**src/rtl/cbus_arbiter.sv**
```systemverilog
// cbus_pkg: CBus request/response payload types shared by masters, arbiter and bridge.
// cbus_arbiter: round-robin arbiter sharing one downstream CBus port among NUM_REQ masters.
//   clk        rising-edge clock
//   reset      asynchronous active-low reset
//   ireqs      upstream requests, index 0 has the highest priority out of reset
//   iresps     upstream responses, only the granted master sees oresp
//   oreq       downstream request, the granted master's request while busy
//   oresp      downstream response
//   busy       a transaction is currently granted
//   grant_idx  index of the current or most recently granted master
package cbus_pkg;

  localparam int unsigned CBUS_ADDR_W = 32;
  localparam int unsigned CBUS_DATA_W = 32;
  localparam int unsigned CBUS_STRB_W = CBUS_DATA_W / 8;
  localparam int unsigned CBUS_SIZE_W = 3;
  localparam int unsigned CBUS_LEN_W  = 8;
  localparam int unsigned CBUS_BRST_W = 2;

  localparam logic [CBUS_BRST_W-1:0] CBUS_BURST_FIXED = 2'd0;
  localparam logic [CBUS_BRST_W-1:0] CBUS_BURST_INCR  = 2'd1;

  localparam logic [CBUS_SIZE_W-1:0] CBUS_MSIZE1 = 3'd0;
  localparam logic [CBUS_SIZE_W-1:0] CBUS_MSIZE2 = 3'd1;
  localparam logic [CBUS_SIZE_W-1:0] CBUS_MSIZE4 = 3'd2;
  localparam logic [CBUS_SIZE_W-1:0] CBUS_MSIZE8 = 3'd3;

  typedef struct packed {
    logic                   valid;
    logic                   is_write;
    logic [CBUS_ADDR_W-1:0] addr;
    logic [CBUS_DATA_W-1:0] data;
    logic [CBUS_STRB_W-1:0] strobe;
    logic [CBUS_SIZE_W-1:0] size;
    logic [CBUS_LEN_W-1:0]  len;
    logic [CBUS_BRST_W-1:0] burst;
  } cbus_req_t;

  typedef struct packed {
    logic                   ready;
    logic                   last;
    logic [CBUS_DATA_W-1:0] data;
    logic                   err;
  } cbus_resp_t;

endpackage

module cbus_arbiter
  import cbus_pkg::*;
#(
  parameter  int unsigned NUM_REQ = 2,
  localparam int unsigned IDX_W   = $clog2(NUM_REQ)
) (
  input  logic             clk,
  input  logic             reset,
  input  cbus_req_t        ireqs  [NUM_REQ],
  output cbus_resp_t       iresps [NUM_REQ],
  output cbus_req_t        oreq,
  input  cbus_resp_t       oresp,
  output logic             busy,
  output logic [IDX_W-1:0] grant_idx
);

  typedef enum logic {
    S_IDLE = 1'b0,
    S_BUSY = 1'b1
  } state_e;

  state_e             state_q,     state_d;
  logic [IDX_W-1:0]   grant_idx_q, grant_idx_d;
  logic [IDX_W-1:0]   prio_q,      prio_d;

  logic [NUM_REQ-1:0] req_vld;
  logic               pick_found;
  logic [IDX_W-1:0]   pick_idx;
  logic               txn_done;

  // (base + off) mod NUM_REQ, valid for non-power-of-two NUM_REQ.
  function automatic logic [IDX_W-1:0] rr_idx(input logic [IDX_W-1:0] base,
                                              input int unsigned      off);
    int unsigned sum;
    sum = 32'(base) + off;
    if (sum >= NUM_REQ) sum = sum - NUM_REQ;
    return IDX_W'(sum);
  endfunction

  // Gather valid bits so the scan indexes a flat vector.
  always_comb begin
    req_vld = '0;
    for (int i = 0; i < NUM_REQ; i++) begin
      req_vld[i] = ireqs[i].valid;
    end
  end

  // Round-robin scan starting at prio_q; first valid wins.
  always_comb begin
    pick_found = 1'b0;
    pick_idx   = '0;
    for (int unsigned k = 0; k < NUM_REQ; k++) begin
      if (!pick_found && req_vld[rr_idx(prio_q, k)]) begin
        pick_found = 1'b1;
        pick_idx   = rr_idx(prio_q, k);
      end
    end
  end

  assign txn_done = oresp.ready && oresp.last;

  // Next-state: grant only from IDLE, release only on the final accepted beat.
  always_comb begin
    state_d     = state_q;
    grant_idx_d = grant_idx_q;
    prio_d      = prio_q;
    unique case (state_q)
      S_IDLE: begin
        if (pick_found) begin
          grant_idx_d = pick_idx;
          state_d     = S_BUSY;
        end
      end
      S_BUSY: begin
        if (txn_done) begin
          state_d = S_IDLE;
          prio_d  = (grant_idx_q == IDX_W'(NUM_REQ - 1)) ? '0
                                                         : grant_idx_q + IDX_W'(1);
        end
      end
      default: state_d = S_IDLE;
    endcase
  end

  // State registers.
  always_ff @(posedge clk or negedge reset) begin
    if (!reset) begin
      state_q     <= S_IDLE;
      grant_idx_q <= '0;
      prio_q      <= '0;
    end else begin
      state_q     <= state_d;
      grant_idx_q <= grant_idx_d;
      prio_q      <= prio_d;
    end
  end

  // Data path: only the registered grant steers the request/response muxes.
  always_comb begin
    oreq = '0;
    for (int i = 0; i < NUM_REQ; i++) begin
      iresps[i] = '0;
    end
    if (state_q == S_BUSY) begin
      for (int i = 0; i < NUM_REQ; i++) begin
        if (grant_idx_q == IDX_W'(i)) begin
          oreq      = ireqs[i];
          iresps[i] = oresp;
        end
      end
    end
  end

  assign busy      = (state_q == S_BUSY);
  assign grant_idx = grant_idx_q;

endmodule

```
**config.mk**
```make
export PLATFORM = sky130hd
export DESIGN_NAME = cbus_arbiter
export DESIGN_NICKNAME = d
export VERILOG_FILES = /design/src/rtl/cbus_arbiter.sv
export SDC_FILE = /design/constraint.sdc
export NUM_CORES = 1
export LEC_CHECK = 0
export CAP_MARGIN = 40
export CORE_AREA = 2 2 140 142
export CTS_CLUSTER_SIZE = 8
export DETAILED_ROUTE_END_ITERATION = 8
export DIE_AREA = 0 0 142 144
export MAX_ROUTING_LAYER = met4
export PLACE_DENSITY_LB_ADDON = 0.12
export SLEW_MARGIN = 20
export SYNTH_ARGS = -nofsm -noshare
export SYNTH_HDL_FRONTEND = slang
export SYNTH_SLANG_ARGS = --single-unit
```
**constraint.sdc**
```tcl
create_clock -name clk -period 2.1 [get_ports clk]
set_clock_uncertainty 0.2 [all_clocks]
set_input_delay 0.315 -clock clk [delete_from_list [all_inputs] [get_ports clk]]
set_output_delay 0.315 -clock clk [all_outputs]
set_load 0.01 [all_outputs]
```
==> flow_summary.ini <==
[setup_path]
worstReg2RegEnd = grant_idx
cp_slowest_cell = dfrtp_4
max_stage_delay_ns = 0.51
r2r_cells = 3
r2r_setup_slack_ns = 0.79
crit_required_ns = 1.58
rr_startpoint = grant_idx
cp.arrival_ns = 1.55
start_kind = flip-flop
worstPathMaxFanout = 13
path_buf_inv = 3
worstSetupPathType = flip-flop to output port
cp_top_family = buffers and inverters
path_cells = buf_6 > buf_12 > mux2i_1 > nor2b_1 > clkdlybuf4s15_2
endpoint_kind = output port
crit_start = grant_idx

[global_routing]
track_usage_pct = 11.73
grt_pass1_wl_um = 18420
grt_max_degree = 66
antenna_found_initial = 0
grt_pass1_vias = 3358
overflow = 0

[floorplanning]
initial_utilization_pct = 11.50
ios = 358
die_h_um = 144
fp.coreArea_sq_um = 19080
die_w_um = 142
rows = 51
dieArea_sq_um = 20450

[routing]
drtIter0Drc = 40
vias_per_cell = 3.842
ant_nets = 0
dr.pass1.iters = 4
drc = 0
routed_wl_um = 13210
routedWlPerCell_um = 15.12
num_vias = 3358

[synthesis]
muxShareOfSynthArea_pct = 38.33
syn_nets = 481
yosys.area_share.simple_pct = 45.24
synth_top_family_by_area = simple AND/OR/NAND/NOR gates
avgSynthCellArea_sq_um = 7.890
synthAdderAreaFrac_pct = 0
post-synth-top-area-fraction_pct = 38.33
yosysTopAreaCell = mux2i_1
postSynthCellCount = 278
yosysSeqAreaShare_pct = 3.423
synth_edf_count = 0
synthTopCellsByArea = mux2i_1 (38%), nor2b_1 (24%), and2_1 (10%), and3_1 (10%), buf_12 (7.3%)
ys_types = 16
synthFlopType = dfrtp_1
synth_common_cells = nor2b_1 (85), mux2i_1 (84), and2_1 (35), and3_1 (35), clkbuf_1 (11)
synth_warnings = 0
yosysMostFrequentCell = nor2b_1
synth.cell_area_sq_um = 2193
async_flop_share_pct = 100.0
synth-compound-area-share_pct = 0.7986
synth_xor_area_share_pct = 0
ys_seq_elements = 3

[clock_network]
cts_tree = built
clockRootBuffer = clkbuf_16
cts_hold_buf = 0
path_clk_slew_ns = 0.03
cts_sinks = 3
clock_path_buffers = 2
clock_latency_ns = 0.22
h-tree-depth = 1
cts_buffers = 3

[min_path]
hold_class = input pin to async pin

[cells_and_area]
drive_gt1_share_pct = 19.18
utilization_pct = 31.01
antenna_cells = 0
synthToLayoutAreaGrowth_pct = 169.8
multiInputGateArea_sq_um = 1858
nets = 840
num-fill-cells = 2062
seqCellArea_sq_um = 80.08
final_area_sq_um = 5917

[pwr]
ir_worst_vdd_mv = 0.2288
sequentialPowerShare_pct = 3.1
p_int_w = 0.001967
p_clk_share_pct = 9.1
cellLeakagePower_nw = 3.050
p_total_w = 0.003276
comb_power_share_pct = 87.8
power_density_nw_per_um2 = 553.7
switchingPower_w = 0.001309
netSwitchingFraction_pct = 39.95

[run_status]
status = finished clean

[sta]
period_needed_ns = 2.061
slew_headroom_pct = 83.79
timing.final.crit_share_pct = 98.16
worstMarginPinSlew_ns = 0.2432
drv_slew = 0
max_freq_mhz = 485.1
fin_ws_ns = 0.03867
fin_setup_tns_ns = 0
rsz0062_at_grt = yes
finalSetupViolCount = 0
hold_viol = 0

[place]
placed_area_sq_um = 6006
io_buffers = 357
dp_hpwl_um = 10950
preCtsSetupSlack_ns = -0.1012
gp_congestion = 0.7819

[job]
cap_violations = 0
==> stage by stage <==
stage / instances / hold WS [ns]
4_1_cts: 873 / 0.07717
6_report: 874 / 0.07511
3_3_place_gp: 858 / 0.3104
2_1_floorplan: 278 / -0.1806
3_5_place_dp: 858 / 0.3117
5_1_grt: 874 / 0.08576
==> power groups by stage <==
stage | logic, W | registers [W] | clock network, W
finish | 0.00288 | 0.000101 | 0.000298
CTS | 0.00301 | 0.000102 | 0.000305
floorplan | 0.00151 | 0.0000864 | 0
detailed placement | 0.00305 | 0.000121 | 0
global placement | 0.00306 | 0.000117 | 0
global route | 0.00310 | 0.000105 | 0.000314
==> cells in the final DEF (no fill, tap or decap), drive strengths merged, types with 16 or more instances in the layout <==
cell type | netlist | routed
and2 | 35 | 35
and3 | 35 | 35
buf | 13 | 66
clkbuf | 17 | 39
clkdlybuf4s15 | 0 | 31
clkdlybuf4s50 | 0 | 203
dlygate4sd2 | 0 | 33
dlymetal6s2s | 0 | 16
mux2i | 84 | 84
nor2b | 86 | 86
==> kinds of logic (layout without fill, tap and decap cells) <==
logic type	Yosys count	count (layout)
and+or+nand+nor	158	158
muxes	84	84
DFF	3	3
buffers and inverters	31	389
AOI/OAI and AO/OA	2	2
==> per-layer routing <==
layer	vias up	part of all wire, %	GRT usage, %
li1	1653	-	-
met1	1523	36	12.24
met2	178	56	23.49
met3	4	7.5	1.887
met4	0	0.69	1.684
met5	-	0	-
==> state kept, by name, indices dropped and copies added (netlist names) <==
name       count
busy           1
prio_q         1
grant_idx      1
==> area by class of cell <==
class	instances	area share, %
clock buffer	4	1.332
tap	238	5.033
multi-input combinational	244	31.40
sequential	3	1.353
inverter	1	0.06344
timing repair buffer	384	60.82
==> worst max-delay path by stage <==
stage | slack (ns) | endpoint | cells past startpoint
2_1_floorplan | 0.44 | oreq[10] | 5
3_3_place_gp | -0.05 | iresps[50] | 4
3_5_place_dp | -0.10 | iresps[63] | 4
4_1_cts | -0.18 | oreq[19] | 4
5_1_grt | -0.04 | iresps[50] | 6
6_report | 0.04 | oreq[51] | 5
==> what timing repair did <==
item                                    4_1_cts  5_1_grt
endpoints found under the setup margin      153      105
resized for setup                           285      114
cloned                                        3        0
hold endpoints to repair                      0        0
buffers inserted                              8        1
Power figures use the tool's default switching activity.
==> RTL change: new RTL, same settings <==
Change the parameter `NUM_REQ` from 2 to 8.
--- a/src/rtl/cbus_arbiter.sv
+++ b/src/rtl/cbus_arbiter.sv
@@ -49,5 +49,5 @@
   import cbus_pkg::*;
 #(
-  parameter  int unsigned NUM_REQ = 2,
+  parameter  int unsigned NUM_REQ = 8,
   localparam int unsigned IDX_W   = $clog2(NUM_REQ)
 ) (
Ports: changed (resized grant_idx, ireqs and iresps); port bits go from 358 to 1068. No check against the original RTL was run, so the function may have changed too.
==> RTL change against the unedited design <==
  * The flow now stops in I/O pin placement (3_2_place_iop)
  * Synthesized area rose to 3.6 times the old value
==> RTL change: results (changes against the unedited design) <==
The flow did not finish. The flow stopped in I/O pin placement (3_2_place_iop). The first error in the log reads "[ERROR PPL-0024] Number of IO pins (1068) exceeds maximum number of available positions (510). Increase the die perimeter from 572.00um to 1452.48um". The average instance area after synthesis is 5.801 um2 (-26%). The post-synthesis compound-gate area fraction is 49.51% (+49 points). The share of synthesized registers carrying an async set or reset is 100.0% (unchanged). The net count of the mapped netlist came out at 2,087 (+330%). The portion of netlist area occupied by mux cells came to 5.916% (-32 points). The register bit total from synthesis is 7 (+4). After synthesis, the most frequently instantiated cells are 302 x nor2_1, 211 x nand2_1, 135 x clkbuf_1. The Yosys warning count is 0 (unchanged). The arithmetic-cell share of the synthesized area counting full adders, half adders and majority gates was 1.252% (+1.3 points). The proportion of synthesized chip area in sequential cells came out at 2.191% (-1.2 points). Ranked by total cell area, the synthesized netlist is headed by nor2_1 14%, nand2_1 9.9%, a221oi_1 9.1%. The xor-xnor portion of the synthesized cell area is 0.2191% (+0.22 points). The number of core rows is 51 (unchanged). The most used flip-flop cell after synthesis is dfrtp_1. The number of distinct library cells after synthesis came out at 57 (+41).
## RTL change: cell count changes after synthesis, moves of 78 or more
cell      delta
nor2_1     +302
nand2_1    +210
clkbuf_1   +124
o21ai_0     +90
o211ai_1    +85
a31oi_1     +84
a221oi_1    +83
a21o_1      +82
nor2b_1     -79
mux2i_1     -78
## RTL change: cell families after synthesis
kind of cell    after synthesis
flops                         7
buf+inv                     189
xor+xnor                      2
compound gates              540
mux                          28
fa+ha+maj                     8
simple gates                604
